<file path="src/rtl/reu_dram_pkg.sv">
// rtl/reu_dram_pkg.sv - shared types and constants for the REU DRAM scheduler
package reu_dram_pkg;
  localparam int ROW_W = 10;
  localparam int COL_W = 9;
  localparam int ADDR_W = ROW_W + COL_W;
  localparam int DEF_REFRESH_INTERVAL = 62;
  localparam int DEF_OWED_MAX = 7;

  typedef enum logic [2:0] {IDLE, ROW, COL, COL2, PRE, REF1, REF2, REF3} state_t;

  // {nRAS, nCAS} driven while in each state; refresh is CAS-before-RAS
  localparam logic [1:0] STB_IDLE = 2'b11;
  localparam logic [1:0] STB_ROW  = 2'b01;
  localparam logic [1:0] STB_COL  = 2'b00;
  localparam logic [1:0] STB_REF1 = 2'b10;
  localparam logic [1:0] STB_REF2 = 2'b00;
  localparam logic [1:0] STB_REF3 = 2'b01;

  function automatic logic [1:0] strobeFor(input state_t s);
    case (s)
      ROW:       strobeFor = STB_ROW;
      COL, COL2: strobeFor = STB_COL;
      REF1:      strobeFor = STB_REF1;
      REF2:      strobeFor = STB_REF2;
      REF3:      strobeFor = STB_REF3;
      default:   strobeFor = STB_IDLE;
    endcase
  endfunction
endpackage

</file>
<file path="src/rtl/reu_dram_sched_if.sv">
// rtl/reu_dram_sched_if.sv - requester-side bus (DMA port, window port, read data)
interface reu_dram_sched_if;
  import reu_dram_pkg::*;

  logic              DMAReq;
  logic              DMAWE;
  logic [ADDR_W-1:0] DMAAddr;
  logic [7:0]        DMAWData;
  logic              DMAAck;
  logic              WinReq;
  logic              WinWE;
  logic [ADDR_W-1:0] WinAddr;
  logic [7:0]        WinWData;
  logic              WinAck;
  logic [7:0]        RData;
  logic              Busy;

  modport master (
    output DMAReq, DMAWE, DMAAddr, DMAWData, WinReq, WinWE, WinAddr, WinWData,
    input  DMAAck, WinAck, RData, Busy
  );

  modport slave (
    input  DMAReq, DMAWE, DMAAddr, DMAWData, WinReq, WinWE, WinAddr, WinWData,
    output DMAAck, WinAck, RData, Busy
  );
endinterface

</file>
<file path="src/rtl/reu_refresh_timer.sv">
// rtl/reu_refresh_timer.sv - refresh interval counter and saturating owed-refresh count
module reu_refresh_timer import reu_dram_pkg::*; #(
  parameter int REFRESH_INTERVAL = DEF_REFRESH_INTERVAL,
  parameter int OWED_MAX = DEF_OWED_MAX,
  localparam int CW = $clog2(REFRESH_INTERVAL),
  localparam int OW = $clog2(OWED_MAX + 1)
) (
  input  logic          C8M,
  input  logic          RESET,
  input  logic          RefDone,
  output logic [OW-1:0] RefOwed
);
  logic [CW-1:0] intervalCnt;
  logic          wrap;

  assign wrap = (intervalCnt == CW'(REFRESH_INTERVAL - 1));

  always_ff @(posedge C8M) begin
    if (RESET) begin
      intervalCnt <= '0;
      RefOwed     <= '0;
    end else begin
      intervalCnt <= wrap ? '0 : intervalCnt + 1'b1;
      // a tick and a completed refresh in the same cycle cancel out
      if (wrap && !RefDone && RefOwed != OW'(OWED_MAX))
        RefOwed <= RefOwed + 1'b1;
      else if (RefDone && !wrap && RefOwed != '0)
        RefOwed <= RefOwed - 1'b1;
    end
  end
endmodule

</file>
<file path="src/rtl/reu_dram_sched.sv">
// rtl/reu_dram_sched.sv - DRAM bus scheduler: refresh > DMA > window, registered DRAM pins
// Window port is active only when REU_WINDOW_EN is defined.
module reu_dram_sched import reu_dram_pkg::*; #(
  parameter int REFRESH_INTERVAL = DEF_REFRESH_INTERVAL,
  parameter int OWED_MAX = DEF_OWED_MAX
) (
  input  logic              C8M,
  input  logic              RESET,
  reu_dram_sched_if.slave   reqBus,
  output logic              nRAS,
  output logic              nCAS,
  output logic              nRWE,
  output logic [ROW_W-1:0]  RA,
  output logic [7:0]        RDOut,
  output logic              RDOE,
  input  logic [7:0]        RDIn
);
  localparam int OW = $clog2(OWED_MAX + 1);

  state_t            state, stateNext;
  logic [OW-1:0]     refOwed;
  logic              refDone;
  logic              winReqEn;
  logic              isRef, isRefNext, isWin, isWinNext, we, weNext;
  logic [ADDR_W-1:0] addr, addrNext;
  logic [7:0]        wdata, wdataNext;
  logic              nRASNext, nCASNext, nRWENext, RDOENext, dmaAckNext, winAckNext;
  logic [ROW_W-1:0]  RANext;
  logic [7:0]        RDOutNext;
  logic              colNext;

`ifdef REU_WINDOW_EN
  assign winReqEn = reqBus.WinReq;
`else
  logic unusedWinReq;
  assign unusedWinReq = reqBus.WinReq;
  assign winReqEn = 1'b0;
`endif

  assign refDone = (state == PRE) && isRef;

  reu_refresh_timer #(
    .REFRESH_INTERVAL(REFRESH_INTERVAL),
    .OWED_MAX(OWED_MAX)
  ) uTimer (
    .C8M(C8M),
    .RESET(RESET),
    .RefDone(refDone),
    .RefOwed(refOwed)
  );

  always_comb begin
    stateNext = state;
    isRefNext = isRef;
    isWinNext = isWin;
    weNext    = we;
    addrNext  = addr;
    wdataNext = wdata;
    case (state)
      IDLE: begin
        if (refOwed != '0) begin
          stateNext = REF1;
          isRefNext = 1'b1;
        end else if (reqBus.DMAReq) begin
          stateNext = ROW;
          isRefNext = 1'b0;
          isWinNext = 1'b0;
          weNext    = reqBus.DMAWE;
          addrNext  = reqBus.DMAAddr;
          wdataNext = reqBus.DMAWData;
        end else if (winReqEn) begin
          stateNext = ROW;
          isRefNext = 1'b0;
          isWinNext = 1'b1;
          weNext    = reqBus.WinWE;
          addrNext  = reqBus.WinAddr;
          wdataNext = reqBus.WinWData;
        end
      end
      ROW:     stateNext = COL;
      COL:     stateNext = COL2;
      COL2:    stateNext = PRE;
      REF1:    stateNext = REF2;
      REF2:    stateNext = REF3;
      REF3:    stateNext = PRE;
      default: stateNext = IDLE;
    endcase

    // pin values are computed for the state being entered so they are registered with it
    colNext               = (stateNext == COL) || (stateNext == COL2);
    {nRASNext, nCASNext}  = strobeFor(stateNext);
    nRWENext              = !(colNext && weNext);
    RDOENext              = colNext && weNext;
    RANext                = RA;
    RDOutNext             = RDOut;
    if (stateNext == ROW)
      RANext = addrNext[ADDR_W-1:COL_W];
    if (colNext) begin
      RANext    = {{(ROW_W-COL_W){1'b0}}, addrNext[COL_W-1:0]};
      RDOutNext = wdataNext;
    end
    dmaAckNext = (stateNext == PRE) && !isRefNext && !isWinNext;
    winAckNext = (stateNext == PRE) && !isRefNext && isWinNext;
  end

  always_ff @(posedge C8M) begin
    if (RESET) begin
      state          <= IDLE;
      isRef          <= 1'b0;
      isWin          <= 1'b0;
      we             <= 1'b0;
      addr           <= '0;
      wdata          <= '0;
      nRAS           <= 1'b1;
      nCAS           <= 1'b1;
      nRWE           <= 1'b1;
      RA             <= '0;
      RDOut          <= '0;
      RDOE           <= 1'b0;
      reqBus.DMAAck  <= 1'b0;
      reqBus.WinAck  <= 1'b0;
      reqBus.RData   <= '0;
      reqBus.Busy    <= 1'b0;
    end else begin
      state          <= stateNext;
      isRef          <= isRefNext;
      isWin          <= isWinNext;
      we             <= weNext;
      addr           <= addrNext;
      wdata          <= wdataNext;
      nRAS           <= nRASNext;
      nCAS           <= nCASNext;
      nRWE           <= nRWENext;
      RA             <= RANext;
      RDOut          <= RDOutNext;
      RDOE           <= RDOENext;
      reqBus.DMAAck  <= dmaAckNext;
      reqBus.WinAck  <= winAckNext;
      reqBus.Busy    <= (stateNext != IDLE);
      if (state == COL2 && !we)
        reqBus.RData <= RDIn;
    end
  end
endmodule

</file>
<file path="src/flat_wrapper.sv">
// flat-port wrapper written by rule: the top's interface ports become plain ports
module reu_dram_sched_flat import reu_dram_pkg::*;
#(
  parameter int REFRESH_INTERVAL = DEF_REFRESH_INTERVAL,
  parameter int OWED_MAX = DEF_OWED_MAX
)
  (C8M, RESET, nRAS, nCAS, nRWE, RA, RDOut, RDOE, RDIn, reqBus_DMAReq, reqBus_DMAWE, reqBus_DMAAddr, reqBus_DMAWData, reqBus_WinReq, reqBus_WinWE, reqBus_WinAddr, reqBus_WinWData, reqBus_DMAAck, reqBus_WinAck, reqBus_RData, reqBus_Busy);
  reu_dram_sched_if reqBus_i ();
  input  logic C8M;
  input  logic RESET;
  output logic nRAS;
  output logic nCAS;
  output logic nRWE;
  output logic [ROW_W-1:0] RA;
  output logic [7:0] RDOut;
  output logic RDOE;
  input  logic [7:0] RDIn;
  input wire logic [$bits(reqBus_i.DMAReq)-1:0] reqBus_DMAReq;
  input wire logic [$bits(reqBus_i.DMAWE)-1:0] reqBus_DMAWE;
  input wire logic [$bits(reqBus_i.DMAAddr)-1:0] reqBus_DMAAddr;
  input wire logic [$bits(reqBus_i.DMAWData)-1:0] reqBus_DMAWData;
  input wire logic [$bits(reqBus_i.WinReq)-1:0] reqBus_WinReq;
  input wire logic [$bits(reqBus_i.WinWE)-1:0] reqBus_WinWE;
  input wire logic [$bits(reqBus_i.WinAddr)-1:0] reqBus_WinAddr;
  input wire logic [$bits(reqBus_i.WinWData)-1:0] reqBus_WinWData;
  output wire logic [$bits(reqBus_i.DMAAck)-1:0] reqBus_DMAAck;
  output wire logic [$bits(reqBus_i.WinAck)-1:0] reqBus_WinAck;
  output wire logic [$bits(reqBus_i.RData)-1:0] reqBus_RData;
  output wire logic [$bits(reqBus_i.Busy)-1:0] reqBus_Busy;
  assign reqBus_i.DMAReq = reqBus_DMAReq;
  assign reqBus_i.DMAWE = reqBus_DMAWE;
  assign reqBus_i.DMAAddr = reqBus_DMAAddr;
  assign reqBus_i.DMAWData = reqBus_DMAWData;
  assign reqBus_i.WinReq = reqBus_WinReq;
  assign reqBus_i.WinWE = reqBus_WinWE;
  assign reqBus_i.WinAddr = reqBus_WinAddr;
  assign reqBus_i.WinWData = reqBus_WinWData;
  assign reqBus_DMAAck = reqBus_i.DMAAck;
  assign reqBus_WinAck = reqBus_i.WinAck;
  assign reqBus_RData = reqBus_i.RData;
  assign reqBus_Busy = reqBus_i.Busy;
  reu_dram_sched #(.REFRESH_INTERVAL(REFRESH_INTERVAL), .OWED_MAX(OWED_MAX)) u_core (.C8M(C8M), .RESET(RESET), .reqBus(reqBus_i), .nRAS(nRAS), .nCAS(nCAS), .nRWE(nRWE), .RA(RA), .RDOut(RDOut), .RDOE(RDOE), .RDIn(RDIn));
endmodule
</file>
<file path="config.mk">
export PLATFORM = sky130hd
export DESIGN_NAME = reu_dram_sched_flat
export DESIGN_NICKNAME = d
export VERILOG_FILES = /design/src/rtl/reu_dram_pkg.sv /design/src/rtl/reu_dram_sched_if.sv /design/src/rtl/reu_refresh_timer.sv /design/src/rtl/reu_dram_sched.sv /design/src/flat_wrapper.sv
export SDC_FILE = /design/constraint.sdc
export NUM_CORES = 1
export LEC_CHECK = 0
export CAP_MARGIN = 5
export CORE_MARGIN = 4
export CORE_UTILIZATION = 40
export DETAILED_ROUTE_END_ITERATION = 10
export HOLD_SLACK_MARGIN = 0.05
export PLACE_DENSITY = 0.72
export SKIP_LAST_GASP = 1
export SYNTH_ARGS = -nofsm -noshare
export SYNTH_HDL_FRONTEND = slang
export SYNTH_HIERARCHICAL = 1
export SYNTH_SLANG_ARGS = --single-unit
</file>
<file path="constraint.sdc">
create_clock -name C8M -period 2.7 [get_ports C8M]
set_clock_uncertainty 0.1 [all_clocks]
set_input_delay 0.54 -clock C8M [delete_from_list [all_inputs] [get_ports C8M]]
set_output_delay 0.54 -clock C8M [all_outputs]
set_load 0.01 [all_outputs]
</file>
* Word level (Yosys, flattened, before mapping)
Cells that the tools add are included.
Storage, ports and cells: bits in registers 75, bits in latches 0, bits in writable memories 0, ROM bits 0, input bits 68, output and inout bits 33, logic and storage cells 88, memories kept 0
Operators by class: add/sub/neg operators 3, multiply operators 0, div/mod/pow operators 0, $lt $le $gt $ge 0, eq/ne operators 16, shift-type cells 0, muxes and demuxes 23, bitwise operators 0, reductions and logical operators 27
Operators with widths (number):
- two-way mux 19 bit | 3
- == test 3 bit, second input constant | 8
- two-way mux 8 bit | 3
- two-way mux 9 bit | 2
- case mux 3 bit (6 select lines) | 1
- == test 3 x 2 -> 1 bit, second input constant | 4
- two-way mux 3 bit | 4
- logical AND 1 bit | 10
- two-way mux 1 bit | 9
- OR reduction 2 bit | 4
- adder 6 x 1 -> 6 bit, second input constant | 1
- == test 3 x 1 -> 1 bit, second input constant | 2
- == test 6 bit, second input constant | 1
- logical NOT 1 bit | 6
- case mux 2 bit (3 select lines) | 1
- nonzero test 3 bit | 2
- nonzero test 2 bit | 2
- adder 3 x 1 -> 3 bit, second input constant | 1
- logical NOT 3 bit | 1
- inequality test 3 bit, second input constant | 1
- OR reduction 3 bit | 1
- subtractor 3 x 1 -> 3 bit, second input constant | 1
- logical OR 1 bit | 1

* Depth between registers and ports, before layout
depth after elaboration 7, depth in mapped cells 10, gate-level depth less buffers 9

* Modules after synthesis
Netlist, hierarchy kept.
By module, submodules not included:
- reu_dram_sched | times used 1, cells an instance 245, area an instance 2069.5 µm², sequential area each 1121.1 µm²
- reu_refresh_timer | times used 1, cells an instance 45, area an instance 454.2 µm², sequential area each 180.2 µm²

* Worst setup path before layout
Ideal clock, no wire load.
kind register to register, from register u_core.state[0], to register u_core.uTimer.RefOwed[2], setup time 0.121 ns, arrival time 2.230 ns, data required time 2.479 ns, setup slack 0.249 ns, cell stages (with the launch flop) 11, buffers on the path 1, period minus slack after synthesis 2.451 ns, path through dfxtp_1 buf_2 nor2_1 and3_1 a31oi_1 and4_4 inv_1 fa_1 and3b_1 a22oi_2 mux2_4
Between the ends: word-level cells in the longest chain between the ends 6, elaborated cells on any way between the ends 9, classes of those cells eq/ne (1); mux (1); reduce/logical (7)
Ends and longest elaborated chain:
- from (decl) | RTL line reu_dram_sched.sv:20 | state_t state, stateNext;
- from (signal assigned) | RTL line reu_dram_sched.sv:125 | state <= stateNext;
- == test 3 bit (*) | RTL line reu_dram_sched.sv:40 | assign refDone = (state == PRE) && isRef;
- logical AND 1 bit (*) | RTL line reu_dram_sched.sv:40
- via u_core.refDone | RTL line reu_dram_sched.sv:22 | logic refDone;
- logical NOT 1 bit | RTL line reu_refresh_timer.sv:25 | if (wrap && !RefDone && RefOwed != OW'(OWED_MAX))
- logical AND 1 bit (2 in a row) | RTL line reu_refresh_timer.sv:25
- two-way mux 3 bit or nonzero test 2 bit (tied branches)
- to (signal assigned) | RTL line reu_refresh_timer.sv:26 | RefOwed <= RefOwed + 1'b1;
- to (signal assigned) | RTL line reu_refresh_timer.sv:28 | RefOwed <= RefOwed - 1'b1;
- to (decl) | RTL line reu_refresh_timer.sv:11 | output logic [OW-1:0] RefOwed
Mark *: on every way through the listed nets, which the timed path passes. The rest lies on a longest branch. A chain may end at the register's enable or synchronous reset.

* Worst setup path in the final report
from register u_core.state[1], to register u_core.uTimer.RefOwed[2]
The elaborated chain is that of the path after synthesis.

==> summary.txt <==
DR WL/cell: 12.82 um
Clock latency on the worst-skew pair: 340 ps
Sw Share: 24.94%
Die X: 87.43 um
Number of distinct library cells after synthesis: 36
CP max stage cell: fa_1
# IOs: 101
CTS Buf Count: 9
Power Dens Cells: 670.8 nW/um^2
Slew headroom: 43.08%
GPL Wtd Cong: 0.7602
Status: finished, final reports clean
Final setup violation count: 0
Drt first pass iters: 4
Crit Path Category: reg2reg
#FFs+latches synth: 65
Placement Rows: 28
Post-Syn Instances: 290
Top post-synthesis cells by area: dfxtp_1 52%, nand2_1 13%, a21oi_1 5.8%
Most frequent cells in the layout: 86 x nand2_1, 70 x clkdlybuf4s50_1, 65 x dfxtp_1, 29 x a21oi_1, 21 x nor2_1
# DRC: 0
H-tree depth: 3
Die ar.: 7644 um^2
R2R cell count: 9
Layout cells sized above 1: 9.434%
Nets: 437
Post-synthesis cell area: 2524 um^2
Via density: 4.926
Port bufs: 71
DP Wirelength: 4143 um
NetSw: 0.5950 mW
Max Root-Sink Buffers: 2
Net Count, Synth: 361
Cts repair resizes: 0
Post-synthesis sequential area ratio: 51.56%
LEAKAGE: 1.334 nW
Iter 0 DRT Violations: 147
Die height: 87.43 um
Max-cap violations: 0
Core area: 6026 um^2
Critical Path RT: 2820 ps
Vias: 2197
Pin count of the biggest net entering global routing: 24
Post-route minimum period: 2350 ps
Commonest non-fill, non-tap cell in the layout: nand2_1
GR Overflow Total: 0
Worst Hold Depth: 2
Clock Power Share: 38.8%
Slew Viols, Final: 0
Setup Buffers After CTS: 0
CTS tree: built
Hold buffer count at cts: 0
Internal Power: 1.790 mW
Actual slew at the worst max-slew pin: 850.6 ps
Setup crit end kind: register
First-pass GRT wire length: 9791 um
Area grow syn2layout: 40.90%
All-Layer GR Usage: 16.52%
WP data arrival: 2470 ps
Final ANT Viol Nets: 0
Final core area utilization: 59.01%
Peak Freq: 425.6 MHz
Seq pwr share: 44.3%
Hold Crit Class: reg2reg
CTS Root Cell: clkbuf_8
Post-synth top area share: 51.56%
Max incr delay on CP: 450 ps
Largest area contributor in the netlist: dfxtp_1
Fin Hold WS: 354.6 ps
Clock transition at path regs: 70 ps
Final period util: 87.03%
# clock sinks: 65
Hold Vio Cnt, Final: 0
Max VDD drop: 0.4143 mV
Comb pwr share: 16.8%
Worst Path Max Fanout: 3
Crit path launch type: register
RSZ-0062 raised after global routing: no
Vias in the first global route: 2142
Initial antenna violation count: 0
Starting Density: 41.88%
Crit-path cells: nor2_1 -> and3_1 -> a31oi_1 -> and4_4 -> inv_1 -> fa_1 -> and3b_1 -> a22oi_2 -> mux2_4
Final WL: 5716 um
Synthesized area per cell: 8.702 um^2
Yosys warns: 6
Setup TNS: 0 ps
# diodes: 0
## per-stage QoR
stage	power (mW)	cells	setup slack (ps)	cell area (um^2)
2_1_floorplan	1.288	290	248.6	2524
3_3_place_gp	1.476	430	173.6	3326
3_5_place_dp	1.483	430	166.3	3326
4_1_cts	2.416	446	340.4	3556
5_1_grt	2.497	446	260.2	3556
6_report	2.385	446	350.3	3556
## sequential cells by signal, summed over array words and instances (netlist names)
signal                     flops
u_core/reqBus.Busy             1
u_core/RDOut                   8
u_core/nRAS                    1
u_core/nCAS                    1
u_core/isRef                   1
u_core/we                      1
u_core/state                   3
u_core/uTimer/RefOwed          3
u_core/reqBus.RData            8
u_core/nRWE                    1
u_core/isWin                   1
u_core/RDOE                    1
u_core/addr                    9
u_core/RA                     10
u_core/reqBus.WinAck           1
u_core/reqBus.DMAAck           1
u_core/uTimer/intervalCnt      6
u_core/wdata                   8
## final cells by class
class / count / area [um^2]
multi-input cells: 204 / 1115
clock buffers: 12 / 155.1
inverters: 4 / 15.01
flip-flops and latches: 65 / 1301
repair buffers: 82 / 800.8
fillers: 561 / 2470
clock inverters: 4 / 75.07
well taps: 75 / 93.84
## synthesized netlist by cell type
cell	number
ha_1	2
a22oi_2	1
or4b_4	1
buf_6	3
clkbuf_1	9
mux2i_1	10
a31oi_2	1
nor2b_1	2
o21ai_0	3
a2bb2oi_1	1
or3_4	1
fa_1	1
and3b_1	2
and3_1	3
nor3_2	1
nor2_1	21
nand3b_1	1
a31oi_1	12
nor2_8	1
nor3_1	2
a211oi_1	2
nand2_1	86
or3_1	2
or2_1	1
nand3_1	5
xnor2_1	2
inv_1	4
mux2_4	1
a311o_1	1
buf_2	5
xor2_1	4
mux2_1	1
nand2b_1	3
and4_4	1
dfxtp_1	65
a21oi_1	29
## logic make-up (layout without fill, tap and decap cells)
kind of cell	after synthesis	in the layout	synth area share, %
AO/OA/AOI/OAI	50	50	11.65
XOR/XNOR	6	6	2.082
adder cells (fa/ha/maj)	3	3	1.785
buffers and inverters	21	102	4.263
flip-flops	65	65	51.56
multiplexers	12	12	5.007
AND/OR/NAND/NOR	133	133	23.65
## routing by layer
metal,track usage [%],up-vias,wire (um)
li1,-,1122,-
met1,20.27,997,2491
met2,25.48,69,2683
met3,7.569,9,468
met4,5.858,0,73
met5,0,-,0
## power by group through the flow
| stage | registers (mW) | clock network [mW] | logic (mW) |
|---|---|---|---|
| floorplan | 1.09 | 0 | 0.200 |
| CTS | 1.06 | 0.951 | 0.407 |
| global placement | 1.08 | 0 | 0.399 |
| finish | 1.06 | 0.926 | 0.401 |
| global route | 1.07 | 0.984 | 0.446 |
| detailed placement | 1.08 | 0 | 0.405 |
## worst max-delay path: cells and delay by family, from the launching register on
family,cells,cell delay [ps]
adders and majority gates,1,450
and+or+nand+nor,4,770
muxes,1,300
DFF,1,340
AOI/OAI and AO/OA,2,210
buffers and inverters,1,60
## path summary, 6_finish.rpt
check                                                 from                                     to  slack [ps]
worst max register to register  u_core/state[1]$_SDFF_PP0_  u_core/uTimer/RefOwed[2]$_SDFFE_PP0P_         350
worst min register to register     u_core/isWin$_SDFF_PP0_                u_core/isWin$_SDFF_PP0_         350
worst min-delay path               u_core/isWin$_SDFF_PP0_                u_core/isWin$_SDFF_PP0_         350
worst max-delay path            u_core/state[1]$_SDFF_PP0_  u_core/uTimer/RefOwed[2]$_SDFFE_PP0P_         350
Power figures use the tool's default switching activity.
